--- src/rtl/spart_rx.sv ---
// ----------------------------------------------------------------------------
// spart_rx -- serial receive stage of mini-spart
//
// Purpose:
//    Deserialises 8N1 frames (start 0, eight data bits LSB first, stop 1) from
//    the asynchronous RxD line. The line is oversampled on the baud tick `en`
//    (OVERSAMPLE ticks per bit). Each completed byte is presented on `data`
//    with a sticky `rda` flag that the consumer clears with `clr_rda`.
//
// Parameters:
//    OVERSAMPLE   en ticks per bit period (power of two, >= 8)
//    SYNC_STAGES  flops in the RxD synchroniser (>= 2)
//
// Ports:
//    clk      in   system clock
//    rst      in   asynchronous, active-high reset
//    en       in   baud tick, one-clk pulse, OVERSAMPLE per bit period
//    RxD      in   asynchronous serial line, idle high
//    clr_rda  in   one-clk pulse: byte consumed; clears rda and ovr
//    data     out  last complete received byte
//    rda      out  receive data available (sticky until clr_rda)
//    ovr      out  overrun: a frame completed while rda was still set
//    ferr     out  framing error (bad stop bit) on the last frame
//
// Build option:
//    SPART_RX_FERR_EN  when defined, the stop bit is checked and ferr is
//                      driven from it; otherwise ferr is constant 0.
// ----------------------------------------------------------------------------
module spart_rx #(
   parameter int OVERSAMPLE  = 16,
   parameter int SYNC_STAGES = 2
) (
   input  logic       clk,
   input  logic       rst,
   input  logic       en,
   input  logic       RxD,
   input  logic       clr_rda,
   output logic [7:0] data,
   output logic       rda,
   output logic       ovr,
   output logic       ferr
);

   localparam int TW = $clog2(OVERSAMPLE);
   localparam logic [TW-1:0] TICK_LAST = TW'(OVERSAMPLE - 1);
   localparam logic [TW-1:0] HALF_LAST = TW'(OVERSAMPLE / 2 - 1);

   typedef enum logic [1:0] {
      IDLE  = 2'd0,
      START = 2'd1,
      DATA  = 2'd2,
      STOP  = 2'd3
   } state_t;

   state_t                 state_q;
   logic [SYNC_STAGES-1:0] sync_q;
   logic                   rxs;
   logic [TW-1:0]          tick_q;
   logic [2:0]             bit_q;
   logic [7:0]             shift_q;
   logic [7:0]             data_q;
   logic [7:0]             data_d;
   logic                   rda_q;
   logic                   rda_d;
   logic                   ovr_q;
   logic                   ovr_d;
   // Set once IDLE has seen the line high on a tick; a start is only
   // accepted on a falling edge, so a held-low break cannot retrigger.
   logic                   armed_q;
   logic                   frame_done;

   assign rxs = sync_q[SYNC_STAGES-1];

   // Stop-bit sample tick: the frame completes in this clk.
   assign frame_done = en && (state_q == STOP) && (tick_q == TICK_LAST);

   // ------------------------------------------------------------------------
   // Metastability synchroniser, resets to the idle (high) line level.
   // ------------------------------------------------------------------------
   always_ff @(posedge clk or posedge rst) begin
      if (rst) begin
         sync_q <= '1;
      end else begin
         sync_q <= {sync_q[SYNC_STAGES-2:0], RxD};
      end
   end

   // ------------------------------------------------------------------------
   // Receive FSM: start detect, mid-bit sampling, shift register.
   // ------------------------------------------------------------------------
   always_ff @(posedge clk or posedge rst) begin
      if (rst) begin
         state_q <= IDLE;
         tick_q  <= '0;
         bit_q   <= '0;
         shift_q <= 8'h00;
         armed_q <= 1'b0;
      end else if (en) begin
         case (state_q)
            IDLE: begin
               if (rxs) begin
                  armed_q <= 1'b1;
               end else if (armed_q) begin
                  armed_q <= 1'b0;
                  state_q <= START;
                  tick_q  <= '0;
               end
            end
            START: begin
               if (tick_q == HALF_LAST) begin
                  // Mid start bit: a high line means the edge was a glitch.
                  if (rxs) begin
                     state_q <= IDLE;
                  end else begin
                     state_q <= DATA;
                     tick_q  <= '0;
                     bit_q   <= '0;
                  end
               end else begin
                  tick_q <= tick_q + TW'(1);
               end
            end
            DATA: begin
               if (tick_q == TICK_LAST) begin
                  shift_q <= {rxs, shift_q[7:1]};
                  tick_q  <= '0;
                  bit_q   <= bit_q + 3'd1;
                  if (bit_q == 3'd7) begin
                     state_q <= STOP;
                  end
               end else begin
                  tick_q <= tick_q + TW'(1);
               end
            end
            STOP: begin
               // Leaving at mid stop bit allows resync on the next edge.
               if (tick_q == TICK_LAST) begin
                  state_q <= IDLE;
                  tick_q  <= '0;
               end else begin
                  tick_q <= tick_q + TW'(1);
               end
            end
            default: begin
               state_q <= IDLE;
            end
         endcase
      end
   end

   // ------------------------------------------------------------------------
   // Consumer-side flags. A completing frame takes priority over clr_rda, so
   // the new byte is never lost; a simultaneous clear only drops ovr.
   // ------------------------------------------------------------------------
   always_comb begin
      data_d = data_q;
      rda_d  = rda_q;
      ovr_d  = ovr_q;
      if (clr_rda) begin
         rda_d = 1'b0;
         ovr_d = 1'b0;
      end
      if (frame_done) begin
         data_d = shift_q;
         rda_d  = 1'b1;
         if (rda_q && !clr_rda) begin
            ovr_d = 1'b1;
         end
      end
   end

   always_ff @(posedge clk or posedge rst) begin
      if (rst) begin
         data_q <= 8'h00;
         rda_q  <= 1'b0;
         ovr_q  <= 1'b0;
      end else begin
         data_q <= data_d;
         rda_q  <= rda_d;
         ovr_q  <= ovr_d;
      end
   end

   assign data = data_q;
   assign rda  = rda_q;
   assign ovr  = ovr_q;

`ifdef SPART_RX_FERR_EN
   logic ferr_q;

   // Stop bit must be high; the flag persists until the next frame completes.
   always_ff @(posedge clk or posedge rst) begin
      if (rst) begin
         ferr_q <= 1'b0;
      end else if (frame_done) begin
         ferr_q <= ~rxs;
      end
   end

   assign ferr = ferr_q;
`else
   assign ferr = 1'b0;
`endif

endmodule

--- config.mk ---
export PLATFORM = sky130hd
export DESIGN_NAME = spart_rx
export DESIGN_NICKNAME = d
export VERILOG_FILES = /design/src/rtl/spart_rx.sv
export SDC_FILE = /design/constraint.sdc
export NUM_CORES = 1
export LEC_CHECK = 0
export CAP_MARGIN = 10
export CORE_AREA = 2 2 58 60
export CTS_BUF_LIST = sky130_fd_sc_hd__clkbuf_8
export DETAILED_ROUTE_END_ITERATION = 7
export DIE_AREA = 0 0 60 62
export PLACE_DENSITY = 0.62
export SETUP_SLACK_MARGIN = 0.2
export SLEW_MARGIN = 10
export SYNTH_ARGS = -nofsm -noshare
export SYNTH_HDL_FRONTEND = slang
export SYNTH_SLANG_ARGS = --single-unit
--- constraint.sdc ---
create_clock -name clk -period 3.1 [get_ports clk]
set_input_delay 0.62 -clock clk [delete_from_list [all_inputs] [get_ports clk]]
set_output_delay 0.62 -clock clk [all_outputs]
set_load 0.01 [all_outputs]
==> impl_metrics.toml <==
[outcome]
outcome = "complete, no violations"

[yosys]
synthCells = 103
synth-edff-count = 0
ys.flop_type = "dfrtp_1"
synth_area_per_cell_um2 = 13.2
yosysSeqAreaShare_pct = 55.4
syn-num-nets = 111
synth_area_um2 = 1360
ys_warn_count = 0
synth_seq_cells = 30
yosysUniqueCellTypes = 34
ys_async_sr_fraction_pct = 100

[route]
vias_per_cell = 4.90
drtIter0Drc = 18
dr.pass1.iters = 4
wl_per_cell_um = 12.3
ant_nets = 0
vias = 823
drc = 0
wirelength_um = 2060

[clock_network]
clock_latency_ps = 280
clk_pin_slew_worst_paths_ps = 60
ctsLongestPathBuffers = 2
cts_hold_buf = 0
cts_tree = "yes"
cts_root_buffer = "clkbuf_8"
cts.sinks = 30
cts_max_level = 2
cts_setup_buffers = 0
cts_resized = 0
cts_made_buffers = 5

[pwr]
p_total_uw = 1030
p_per_area_nw_per_um2 = 638
leakage_uw = 0.000792
peakVddDrop_v = 0.000373

[placed_design]
io_buffers = 14
dp_slack_ps = 664
place_inst = 160
place.gp.congestion = 0.774
post-dp-hpwl_um = 1490

[worst_setup_path]
worst-r2r-cell-count = 4
r2r-start = "tick_q[0]"
regToRegSetupSlack_ps = 1270
r2r-end = "data[7]"
critPathRequiredTime_ps = 3260
cp-end-kind = "flop"
worstSetupStartpoint = "en"
critical_path_class = "primary input to flop"
startpoint_type = "primary input"
crit_fanout = 10
arrival_ps = 2300

[timing]
skew_ps = 6.54
finalSetupTns_ps = 0
setup_viol = 0
rsz0062_at_grt = "false"
finalCritPeriodShare_pct = 69.1
fin_crit_ps = 2140
layout_setup_ws_ps = 958
hold_viol = 0
drv_slew = 0
fmax_ghz = 0.467
slew-limit-headroom_pct = 65.0
tightest_slew_ps = 525

[grt]
antenna_found_initial = 0
grt_pass1_vias = 789
grt_overflow_total = 0
grt_use_met3_pct = 4.35
grt_pass1_wl_um = 3500
gr-usage-met1_pct = 15.0
track_usage_pct = 13.1
gr-usage-met2_pct = 21.4
grt_max_degree = 31
top_usage_layer = "met2"

[finish]
nets = 129
final_cells = 168
final_cell_mix = "dfrtp_1 (28), clkdlybuf4s50_1 (14), mux2_2 (10)"
final_common_cell = "dfrtp_1"
area_delta_synth_final_pct = 19.1
diodes = 0
drive_above_1_share_pct = 28.7
nFillCells = 287

[worst_hold_path]
whs_path_depth = 0
hp-start = "sync_q[0]"
hold_class = "flop to flop"
hold_end = "sync_q[1]"

[die]
die_x_um = 60
fp.dieH_um = 62
initial_core_util_pct = 42.7
core_um2 = 3180
row_count = 21
dieArea_um2 = 3720
ios = 16

[flow_run]
cap_viol_max_count = 0
registers in the layout, indices dropped and copies added (netlist names), named ones only:
| register | flops |
|---|---|
| shift_q | 8 |
| armed_q | 1 |
| bit_q | 3 |
| tick_q | 4 |
| ovr | 1 |
| rda | 1 |
| data | 8 |
| sync_q | 2 |
| state_q | 1 |
power breakdown:
group / internal (µW) / switching, µW / total, µW
logic: 108 / 106 / 215
clock network: 175 / 133 / 308
registers: 445 / 64.5 / 509
total: 728 / 303 / 1030
metrics by stage:
step,hold slack [ps],cell area (µm²),utilization [%]
2_1_floorplan,345,1360,-
3_3_place_gp,346,1530,48.0
3_5_place_dp,347,1530,48.0
4_1_cts,356,1620,50.9
5_1_grt,360,1620,50.9
6_report,355,1620,50.9
per-layer routing:
layer	routed length [µm]	vias to the layer above
met2	1030	14
met4	34	0
li1	-	395
met5	0	-
met3	76	4
met1	924	410
worst max path at each step:
stage,cells after the start,slack [ps],to
after global placement,4,720,data[6]
final,4,960,data[7]
after CTS,4,960,data[4]
after detailed placement,4,660,data[4]
after global routing,4,890,data[5]
after floorplan,4,1490,data[0]
worst max-delay path, cell delays in order:
cell and delay (ps):
clkdlybuf4s50_1 570, nand4_2 160, or3_1 570, mux2_4 380
layout make-up:
cell class / instances / area (µm²) / share of cell area [%]
Timing Repair Buffer: 15 / 148 / 9.13
Clock buffer: 6 / 82.6 / 5.10
Multi-Input combinational cell: 63 / 546 / 33.7
Tap cell: 46 / 57.6 / 3.56
Sequential cell: 30 / 753 / 46.6
Inverter: 6 / 22.5 / 1.39
Clock inverter: 2 / 8.76 / 0.541
synthesized netlist by cell type (2+ instances only):
| cell | n | area, µm² |
|---|---|---|
| o21ai_0 | 2 | 10.0 |
| dfstp_2 | 2 | 52.6 |
| nand3_1 | 2 | 10.0 |
| buf_6 | 2 | 22.5 |
| buf_4 | 2 | 15.0 |
| nand2_1 | 6 | 22.5 |
| a21oi_1 | 3 | 15.0 |
| nor2_1 | 5 | 18.8 |
| dfrtp_1 | 28 | 701 |
| inv_1 | 6 | 22.5 |
| mux2i_1 | 2 | 20.0 |
| ha_1 | 3 | 37.5 |
| mux2_2 | 10 | 113 |
| and2b_2 | 2 | 17.5 |
| a22o_1 | 2 | 17.5 |
| mux2_4 | 8 | 120 |
kinds of logic (layout without fill, tap and decap cells):
logic type	count (synthesis)	in the layout	synth area share [%]
AND/OR/NAND/NOR	23	23	9.58
adder cells (fa/ha/maj)	3	3	2.76
XOR/XNOR	1	1	0.645
multiplexers	20	20	18.6
other	1	1	0.276
flip-flops	30	30	55.4
buffers and inverters	10	29	4.42
AO/OA/AOI/OAI	15	15	8.29
Power figures use the tool's default switching activity.
